`src/rtl/keyscan_pkg.sv`:
```
// keyscan_pkg: shared constants, scan FSM states and the event record
// used by the matrix key scanner and its event FIFO.
package keyscan_pkg;

  localparam int KS_ROWS = 4;
  localparam int KS_COLS = 3;
  localparam int KS_KEYS = 12;

  typedef enum logic [2:0] {
    SETTLE,
    SAMPLE,
    EVAL0,
    EVAL1,
    EVAL2
  } ks_state_e;

  typedef struct packed {
    logic       press;
    logic [3:0] code;
  } ks_evt_t;

endpackage

```
`src/rtl/matrix_key_scanner_if.sv`:
```
// matrix_key_scanner_if: valid/ready event channel from the scanner
// (master) to the consuming control logic (slave).
interface matrix_key_scanner_if;

  logic       o_evt_valid;
  logic       i_evt_ready;
  logic [3:0] o_evt_code;
  logic       o_evt_press;

  modport master (
    output o_evt_valid,
    output o_evt_code,
    output o_evt_press,
    input  i_evt_ready
  );

  modport slave (
    input  o_evt_valid,
    input  o_evt_code,
    input  o_evt_press,
    output i_evt_ready
  );

endinterface

```
`src/rtl/keyscan_evt_fifo.sv`:
```
// keyscan_evt_fifo: 4-entry in-order event queue; a push into a full
// queue is only accepted when a pop frees a slot in the same cycle.
module keyscan_evt_fifo
  import keyscan_pkg::*;
(
  input  logic    clk,
  input  logic    rst,
  input  logic    push,
  input  ks_evt_t push_evt,
  input  logic    pop,
  output ks_evt_t head,
  output logic    full,
  output logic    empty,
  output logic    drop
);

  ks_evt_t [3:0] mem_q, mem_d;
  logic [1:0]    wr_q, wr_d;
  logic [1:0]    rd_q, rd_d;
  logic [2:0]    cnt_q, cnt_d;
  logic          pop_ok;
  logic          push_ok;

  assign full    = (cnt_q == 3'd4);
  assign empty   = (cnt_q == 3'd0);
  assign head    = mem_q[rd_q];
  assign pop_ok  = pop && !empty;
  assign push_ok = push && (!full || pop_ok);
  assign drop    = push && !push_ok;

  always_comb begin
    mem_d = mem_q;
    wr_d  = wr_q;
    rd_d  = rd_q;
    cnt_d = cnt_q;
    if (push_ok) begin
      mem_d[wr_q] = push_evt;
      wr_d        = wr_q + 2'd1;
    end
    if (pop_ok) begin
      rd_d = rd_q + 2'd1;
    end
    case ({push_ok, pop_ok})
      2'b10:   cnt_d = cnt_q + 3'd1;
      2'b01:   cnt_d = cnt_q - 3'd1;
      default: cnt_d = cnt_q;
    endcase
  end

  always_ff @(posedge clk or posedge rst) begin
    if (rst) begin
      mem_q <= '0;
      wr_q  <= '0;
      rd_q  <= '0;
      cnt_q <= '0;
    end else begin
      mem_q <= mem_d;
      wr_q  <= wr_d;
      rd_q  <= rd_d;
      cnt_q <= cnt_d;
    end
  end

endmodule

```
`src/rtl/matrix_key_scanner.sv`:
```
// matrix_key_scanner: 4x3 key matrix scan, per-key debounce, event queue.
// Define KEYSCAN_SYNC_EN to add a 2-flop synchronizer on i_col.
module matrix_key_scanner
  import keyscan_pkg::*;
#(
  parameter int unsigned SCAN_DIV       = 8,
  parameter int unsigned DEBOUNCE_SCANS = 4
) (
  input  logic               aclk,
  input  logic               areset,
  output logic [KS_ROWS-1:0] o_row,
  input  logic [KS_COLS-1:0] i_col,
  output logic [KS_KEYS-1:0] o_key_state,
  output logic               o_overflow,
  matrix_key_scanner_if.master evt
);

  localparam logic [7:0] SETL_LAST = 8'(SCAN_DIV - 1);
  localparam logic [3:0] DB_LAST   = 4'(DEBOUNCE_SCANS - 1);

  ks_state_e                state_q, state_d;
  logic [1:0]               row_q, row_d;
  logic [7:0]               set_q, set_d;
  logic [KS_COLS-1:0]       raw_q, raw_d;
  logic [KS_KEYS-1:0]       stable_q, stable_d;
  logic [KS_KEYS-1:0][3:0]  cnt_q, cnt_d;
  logic [KS_ROWS-1:0]       o_row_q, o_row_d;
  logic                     ovf_q, ovf_d;
  logic [KS_COLS-1:0]       col_s;

  logic                     eval;
  logic [1:0]               col_sel;
  logic [3:0]               idx;
  logic                     push;
  ks_evt_t                  push_evt;
  ks_evt_t                  head;
  logic                     full;
  logic                     empty;
  logic                     drop;
  logic                     pop;

`ifdef KEYSCAN_SYNC_EN
  logic [KS_COLS-1:0] sync1_q;
  logic [KS_COLS-1:0] sync2_q;

  always_ff @(posedge aclk or posedge areset) begin
    if (areset) begin
      sync1_q <= '1;
      sync2_q <= '1;
    end else begin
      sync1_q <= i_col;
      sync2_q <= sync1_q;
    end
  end

  assign col_s = sync2_q;
`else
  assign col_s = i_col;
`endif

  always_comb begin
    state_d  = state_q;
    row_d    = row_q;
    set_d    = set_q;
    raw_d    = raw_q;
    stable_d = stable_q;
    cnt_d    = cnt_q;
    eval     = 1'b0;
    col_sel  = 2'd0;
    push     = 1'b0;
    push_evt = '0;
    // Row drive lags the FSM row by one cycle, so each row is driven
    // for a full row period starting on the edge after it is selected.
    o_row_d  = ~(4'b0001 << row_q);
    ovf_d    = ovf_q | drop;
    case (state_q)
      SETTLE: begin
        if (set_q == SETL_LAST) begin
          set_d   = '0;
          state_d = SAMPLE;
        end else begin
          set_d = set_q + 8'd1;
        end
      end
      SAMPLE: begin
        raw_d   = ~col_s;
        state_d = EVAL0;
      end
      EVAL0: begin
        eval    = 1'b1;
        col_sel = 2'd0;
        state_d = EVAL1;
      end
      EVAL1: begin
        eval    = 1'b1;
        col_sel = 2'd1;
        state_d = EVAL2;
      end
      EVAL2: begin
        eval    = 1'b1;
        col_sel = 2'd2;
        row_d   = row_q + 2'd1;
        state_d = SETTLE;
      end
      default: state_d = SETTLE;
    endcase

    idx = {col_sel, row_q};
    if (eval) begin
      if (raw_q[col_sel] == stable_q[idx]) begin
        cnt_d[idx] = '0;
      end else if (cnt_q[idx] == DB_LAST) begin
        cnt_d[idx]     = '0;
        stable_d[idx]  = ~stable_q[idx];
        push           = 1'b1;
        push_evt.press = ~stable_q[idx];
        push_evt.code  = idx;
      end else begin
        cnt_d[idx] = cnt_q[idx] + 4'd1;
      end
    end
  end

  always_ff @(posedge aclk or posedge areset) begin
    if (areset) begin
      state_q  <= SETTLE;
      row_q    <= '0;
      set_q    <= '0;
      raw_q    <= '0;
      stable_q <= '0;
      cnt_q    <= '0;
      o_row_q  <= '1;
      ovf_q    <= 1'b0;
    end else begin
      state_q  <= state_d;
      row_q    <= row_d;
      set_q    <= set_d;
      raw_q    <= raw_d;
      stable_q <= stable_d;
      cnt_q    <= cnt_d;
      o_row_q  <= o_row_d;
      ovf_q    <= ovf_d;
    end
  end

  assign pop = ~empty & evt.i_evt_ready;

  keyscan_evt_fifo u_fifo (
    .clk      (aclk),
    .rst      (areset),
    .push     (push),
    .push_evt (push_evt),
    .pop      (pop),
    .head     (head),
    .full     (full),
    .empty    (empty),
    .drop     (drop)
  );

  assign o_row           = o_row_q;
  assign o_key_state     = stable_q;
  assign o_overflow      = ovf_q;
  assign evt.o_evt_valid = ~empty;
  assign evt.o_evt_code  = head.code;
  assign evt.o_evt_press = head.press;

  logic unused_full;
  assign unused_full = full;

endmodule

```
`src/flat_wrapper.sv`:
```
// flat-port wrapper written by rule: the top's interface ports become plain ports
module matrix_key_scanner_flat import keyscan_pkg::*;
#(
  parameter int unsigned SCAN_DIV       = 8,
  parameter int unsigned DEBOUNCE_SCANS = 4
)
  (aclk, areset, o_row, i_col, o_key_state, o_overflow, evt_o_evt_valid, evt_o_evt_code, evt_o_evt_press, evt_i_evt_ready);
  matrix_key_scanner_if evt_i ();
  input  logic aclk;
  input  logic areset;
  output logic [KS_ROWS-1:0] o_row;
  input  logic [KS_COLS-1:0] i_col;
  output logic [KS_KEYS-1:0] o_key_state;
  output logic o_overflow;
  output wire logic [$bits(evt_i.o_evt_valid)-1:0] evt_o_evt_valid;
  output wire logic [$bits(evt_i.o_evt_code)-1:0] evt_o_evt_code;
  output wire logic [$bits(evt_i.o_evt_press)-1:0] evt_o_evt_press;
  input wire logic [$bits(evt_i.i_evt_ready)-1:0] evt_i_evt_ready;
  assign evt_o_evt_valid = evt_i.o_evt_valid;
  assign evt_o_evt_code = evt_i.o_evt_code;
  assign evt_o_evt_press = evt_i.o_evt_press;
  assign evt_i.i_evt_ready = evt_i_evt_ready;
  matrix_key_scanner #(.SCAN_DIV(SCAN_DIV), .DEBOUNCE_SCANS(DEBOUNCE_SCANS)) u_core (.aclk(aclk), .areset(areset), .o_row(o_row), .i_col(i_col), .o_key_state(o_key_state), .o_overflow(o_overflow), .evt(evt_i));
endmodule
```
`config.mk`:
```
export PLATFORM = sky130hd
export DESIGN_NAME = matrix_key_scanner_flat
export DESIGN_NICKNAME = d
export VERILOG_FILES = /design/src/rtl/keyscan_pkg.sv /design/src/rtl/matrix_key_scanner_if.sv /design/src/rtl/keyscan_evt_fifo.sv /design/src/rtl/matrix_key_scanner.sv /design/src/flat_wrapper.sv
export SDC_FILE = /design/constraint.sdc
export NUM_CORES = 1
export LEC_CHECK = 0
export CAP_MARGIN = 10
export CORE_MARGIN = 2
export CORE_UTILIZATION = 39
export DETAILED_ROUTE_END_ITERATION = 16
export PLACE_DENSITY = 0.59
export SYNTH_ARGS = -nofsm -noshare
export SYNTH_HDL_FRONTEND = slang
export SYNTH_SLANG_ARGS = --single-unit
```
`constraint.sdc`:
```
create_clock -name aclk -period 4 [get_ports aclk]
set_clock_uncertainty 0.1 [all_clocks]
set_input_delay 1.2 -clock aclk [delete_from_list [all_inputs] [get_ports aclk]]
set_output_delay 1.2 -clock aclk [all_outputs]
set_load 0.005 [all_outputs]
```
# == After elaboration in Yosys (flattened, before gate mapping) ==
# Cells that the tools add are included.
# classes
addsub,7
order_cmp,6
eq_ne,11
shifts,1
muxes,31
n_bitwise,9
n_reduce_logical,14
# op_table
operator,n
$mux 48,2
$and 48x48->48,1
$bwmux 48,1
$not 48->48,1
$mux 5,5
$bwmux 20,1
$bmux 4 s4,1
$demux 4 s4,1
$bwmux 12,1
$pmux 3 s4,1
$bmux 5 s2,1
$demux 5 s2,1
$lt 2x3->1 const B,3
$add 8x1->8 const B,1
$eq 8x3->1 const B,1
$mux 4,2
$mux 8,1
$mux 1,7
$add 2x1->2 const B,3
$eq 3x2->1 const B,2
$eq 3x3->1 const B,2
$logic_not 3->1,2
$pmux 3 s2,1
$logic_and 1x1->1,5
28 further kinds,32
# word_totals
ff_bits,108
in_bits,6
output_inout_bits,23
elab_cells,109

# == Logic depth before layout (Yosys ltp) ==
# depth
word_depth,12
depth_mapped,13
depth_no_buf,12

# == Modules after synthesis ==
# From an unflattened synthesis, not the netlist that was laid out.
# hier_totals
hier_cells,465
area_unflattened_um2,5291.3
# modules_own_cells
mod,instances,cells_per_inst,area_each_um2,seq_area_each_um2
matrix_key_scanner,1,375,3991.3,2031.9
keyscan_evt_fifo,1,90,1300.0,675.6

# == Least setup slack after synthesis ==
# OpenSTA, ideal clock, no wires.
# synth_timing
path_kind,reg-to-reg
from,register u_core.row_q[0]
to,register u_core.u_fifo.cnt_q[1]
setup_time_ps,123
arrival_time_ps,3330
required_ps,3777
slack_ps,447
path_stages_with_launch,14
n_path_buf,3
period_less_slack_ps,3553
cell_sequence,dfrtp_1 buf_6 buf_2 buf_2 mux4_2 a22oi_1 nand2_1 ha_1 nand4_1 nor2b_1 fa_1 or2_2 mux2i_1 nor4_1
# synth_between
elab_chain_cells,9
word_cells_on_any_way,14
cone_classes,eq/ne (4); mux (8); reduce/logical (2)
# synth_lines
item,line_no,text
start: declaration,matrix_key_scanner.sv:22,"logic [1:0] row_q, row_d;"
start signal: assignment,matrix_key_scanner.sv:136,row_q <= row_d;
$bmux 4 s4,matrix_key_scanner.sv:112,end else if (cnt_q[idx] == DB_LAST) begin
$mux 4 (implied by the code),matrix_key_scanner.sv:112,
$eq 4x2->1,matrix_key_scanner.sv:112,
$mux 1,matrix_key_scanner.sv:112,
$mux 1 (*),matrix_key_scanner.sv:110,if (raw_q[col_sel] == stable_q[idx]) begin
$mux 1 (*),matrix_key_scanner.sv:109,if (eval) begin
$logic_and 1x1->1 (*),keyscan_evt_fifo.sv:28,assign push_ok = push && (!full || pop_ok);
$eq 2x1->1 / $eq 2x2->1 (equally long branches),keyscan_evt_fifo.sv:43,"case ({push_ok, pop_ok})"
$pmux 3 s2 (*),keyscan_evt_fifo.sv:43,
net u_core.u_fifo.cnt_d[1],keyscan_evt_fifo.sv:20,"logic [2:0] cnt_q, cnt_d;"
end signal: assignment,keyscan_evt_fifo.sv:60,cnt_q <= cnt_d;
end: declaration,keyscan_evt_fifo.sv:20,
# Mark *: on every way through the listed nets, which the timed path passes. The rest lies on a longest branch. The select of a mux whose other input is x is not followed.
# A chain may end at the register's enable or synchronous reset.

# == Worst setup path after layout ==
# Ends and elaborated chain as after synthesis.

==> metrics.md <==
| Metric | Value |
|---|---|
| CTS H-tree lvls | 3 |
| Slowest Stage Delay on Critical Path | between 0.5 and 0.6 ns |
| Initial Utilization | roughly two fifths |
| Placed Area | approximately 5700 µm² |
| Placement Setup Slack | between 0.3 and 0.4 ns |
| Max_cap viols | 0 |
| Startpoint types | flop |
| CP Capture Point | u_core.u_fifo.cnt_q[1] |
| Seq/Total Area, Yosys | between 50% and 60% |
| Layout cells sized above 1 | 19.80% |
| Buffers on Ports | 28 |
| Hold Crit Class | flop to flop |
| Vias | approximately 3400 |
| CTS tree | yes |
| Die W | 119.4 µm |
| R2R cell count | 11 |
| Vias in the first global route | 3589 |
| Sequential Power Share | between 50% and 60% |
| HPWL after detailed placement | 7907 µm |
| Fin crit share | slightly above 90% |
| Net Switching | 0.4371 mW |
| Most frequent cell after synthesis | dfrtp_1 |
| Syn avg cell area | roughly 12 µm² |
| Root Driver | clkbuf_16 |
| Filler cell count | around 1200 |
| Top_reg_cell synth | dfrtp_1 |
| Hold bufs inserted after CTS | 0 |
| P_leak | ~2.7 nW |
| Critical path startpoint | u_core.row_q[0] |
| Clk pwr share | 42.1% |
| Final Cell Area | ~6000 µm² |
| WHS | approximately 0.37 ns |
| Post-synth EDFFs | 0 |
| Crit path DAT | ~3.8 ns |
| CP Capture Type | flop |
| Final setup violating endpoints | 0 |
| Crit path cell chain | buf_4, mux2_2, and3_1, or4_1, nor2_1, nand4_1, nor2b_1, fa_1, nor2b_1, o21a_1, nor4_1 |
| Cells after Synth | between 400 and 500 |
| Clock Pin Slew Worst Setup and Hold Paths | approximately 0.070 ns |
| Combinational Power Share | between 2 and 3% |
| P_int | about 1.6 mW |
| Tmin final | about 3.6 ns |
| Largest net degree at the start of global routing | 39 |
| Drt first pass iters | 5 |
| Flops & latches, synth | roughly 110 |
| Post-CTS Setup Bufs | 0 |
| Reg2Reg Capture Point | u_core.u_fifo.cnt_q[1] |
| Peak supply drop | about 210 µV |
| P&R area growth vs syn | 15.90% |
| Crit path max fanout | 17 |
| Least-Margin Pin Slew | 0.8010 ns |
| # DRC | 0 |
| Worst reg2reg setup slack | between 0.3 and 0.4 ns |
| Grt total ovfl | 0 |
| First-pass GRT wire length | roughly 19000 µm |
| Later-pin clock latency in the skew report | 0.35 ns |
| Final Hold Vio Count | 0 |
| Final cell count without fillers | approximately 670 |
| Worst EP required | 4.14 ns |
| Critical path's slowest cell | fa_1 |
| Largest cells by area after synthesis | dfrtp_1 (50%), mux4_2 (6.1%), nand2_1 (6.1%) |
| Fraction of registers with async set/reset | 100.0% |
| Die Area | around 14000 µm² |
| Placed cell count | between 600 and 700 |
| P per Cell Area | 331.4 nW/µm² |
| Cts bufs inserted | 9 |
| # diodes | 0 |
| Die Height | between 100 and 150 µm |
| Routability congestion estimate | around 0.8 |
| Yosys top cell area share | ~50% |
| Synth Warn # | 0 |
| Vias per cell | around 5.1 |
| Commonest cells post-synth | dfrtp_1 (104), nand2_1 (84), o21ai_0 (42) |
| Max-slew violations | 0 |
| Synth area leader | dfrtp_1 |
| Relative slew slack | about 46% |
| Wire length per cell | approximately 17 µm |
| Clk buf depth | 2 |
| Total routed wirelength | 11210 µm |
| Run status | finished, final reports clean |
| Post-cts resize count | 0 |
| CP dominant cell by count | nor2b_1 |
| Global Route Usage Sum | roughly 17% |
| Rows | 42 |
| CORE AREA | about 13000 µm² |
| Switching Fraction | a little over a fifth |
| Syn_nets | 468 |
| IO Count | 29 |
| Final WS setup | about 0.38 ns |
| Clk sinks | 108 |
| Crit path kind | flop to flop |
| RSZ-0062 raised after global routing | false |
| Initial antenna violation count | 0 |
| Detailed Route Iter0 Violations | about 220 |
| Reg-to-reg startpoint | u_core.row_q[0] |
| Nets@finish | roughly 500 |
| Cell Area, Synth | slightly above 5000 µm² |
| Post-synthesis cell type count | 44 |
| Setup TNS | 0 ns |
| Post-route ant nets | 0 |
| Peak Freq | about 280 MHz |
per-stage QoR:
| stage | power [mW] | utilization, % |
|---|---|---|
| after floorplan | 1.155 | - |
| after global placement | 1.177 | 43.70 |
| after detailed placement | 1.178 | 43.70 |
| after CTS | 2.024 | 45.82 |
| after global routing | 2.078 | 45.82 |
| final | 1.995 | 45.82 |
state kept, by name, indices dropped and copies added, names as in the netlist:
register / count
u_core.set_q: 8
u_core.u_fifo.wr_q: 2
u_core.row_q: 2
u_core.raw_q: 3
u_core.o_overflow: 1
u_core.o_row: 4
u_core.cnt_q: 48
u_core.u_fifo.cnt_q: 3
u_core.u_fifo.mem_q: 20
u_core.u_fifo.rd_q: 2
u_core.o_key_state: 12
u_core.state_q: 3
layout by cell type (no fill, tap or decap), drive strengths merged, types with 5 or more instances in the layout:
master	instances
dfrtp	104
nand2	88
o21ai	42
mux2	37
clkdlybuf4s50	28
nor2	23
buf	15
mux4	14
xnor2	13
o31ai	12
mux2i	11
inv	11
clkbuf	11
ha	10
nand3	8
nor3	6
and3	5
area by class of cell:
class,count,area (µm²),area share (%)
Tap cell,176,220.2,3.658
Multi-Input combinational cell,312,2350,39.04
Clock inverter,5,36.28,0.6028
Clock buffer,11,242.7,4.032
Timing Repair Buffer,43,417.9,6.942
Sequential cell,108,2708,44.98
Inverter,11,45.04,0.7483
worst max-delay path, delay by kind of cell, from the launching register on:
family / cells / cell delay (ns)
compound gates: 1 / 0.18
fa+ha+maj: 1 / 0.52
buf+inv: 1 / 0.33
flops: 1 / 0.44
mux: 1 / 0.37
simple gates: 7 / 1.56
per-layer routing:
metal	wire length, µm	vias up	GRT usage (%)
met3	356	12	4.837
met2	5267	51	26.94
li1	-	1651	-
met4	167	0	5.368
met1	5420	1690	23.58
met5	0	-	0
worst min path at each step:
stage,slack (ns),cells past startpoint,end,start
after global routing,0.41,2,u_core.cnt_q[39],u_core.cnt_q[39]
after global placement,0.36,2,u_core.cnt_q[47],u_core.cnt_q[47]
final,0.37,2,u_core.cnt_q[43],u_core.cnt_q[43]
after CTS,0.38,2,u_core.cnt_q[47],u_core.cnt_q[47]
after detailed placement,0.37,2,u_core.cnt_q[47],u_core.cnt_q[47]
after floorplan,0.34,2,u_core.cnt_q[47],u_core.cnt_q[47]
power groups by stage:
| stage | combinational [mW] | clock [mW] | sequential, mW |
|---|---|---|---|
| final | 0.0518 | 0.840 | 1.10 |
| after global routing | 0.0603 | 0.914 | 1.10 |
| after CTS | 0.0541 | 0.867 | 1.10 |
| after detailed placement | 0.0539 | 0 | 1.12 |
| after global placement | 0.0525 | 0 | 1.12 |
| after floorplan | 0.0319 | 0 | 1.12 |
cell families (layout without fill, tap and decap cells):
family                     Yosys count  after routing  synth area share [%]
and+or+nand+nor                    155            155                 14.14
DFF                                108            108                 52.13
AOI/OAI and AO/OA                   69             69                 8.119
muxes                               62             62                 17.66
buffers and inverters               31             70                 2.626
xor gates and xnor gates            15             15                 2.530
adders and majority gates           11             11                 2.795
(Power assumes the default switching activity.)
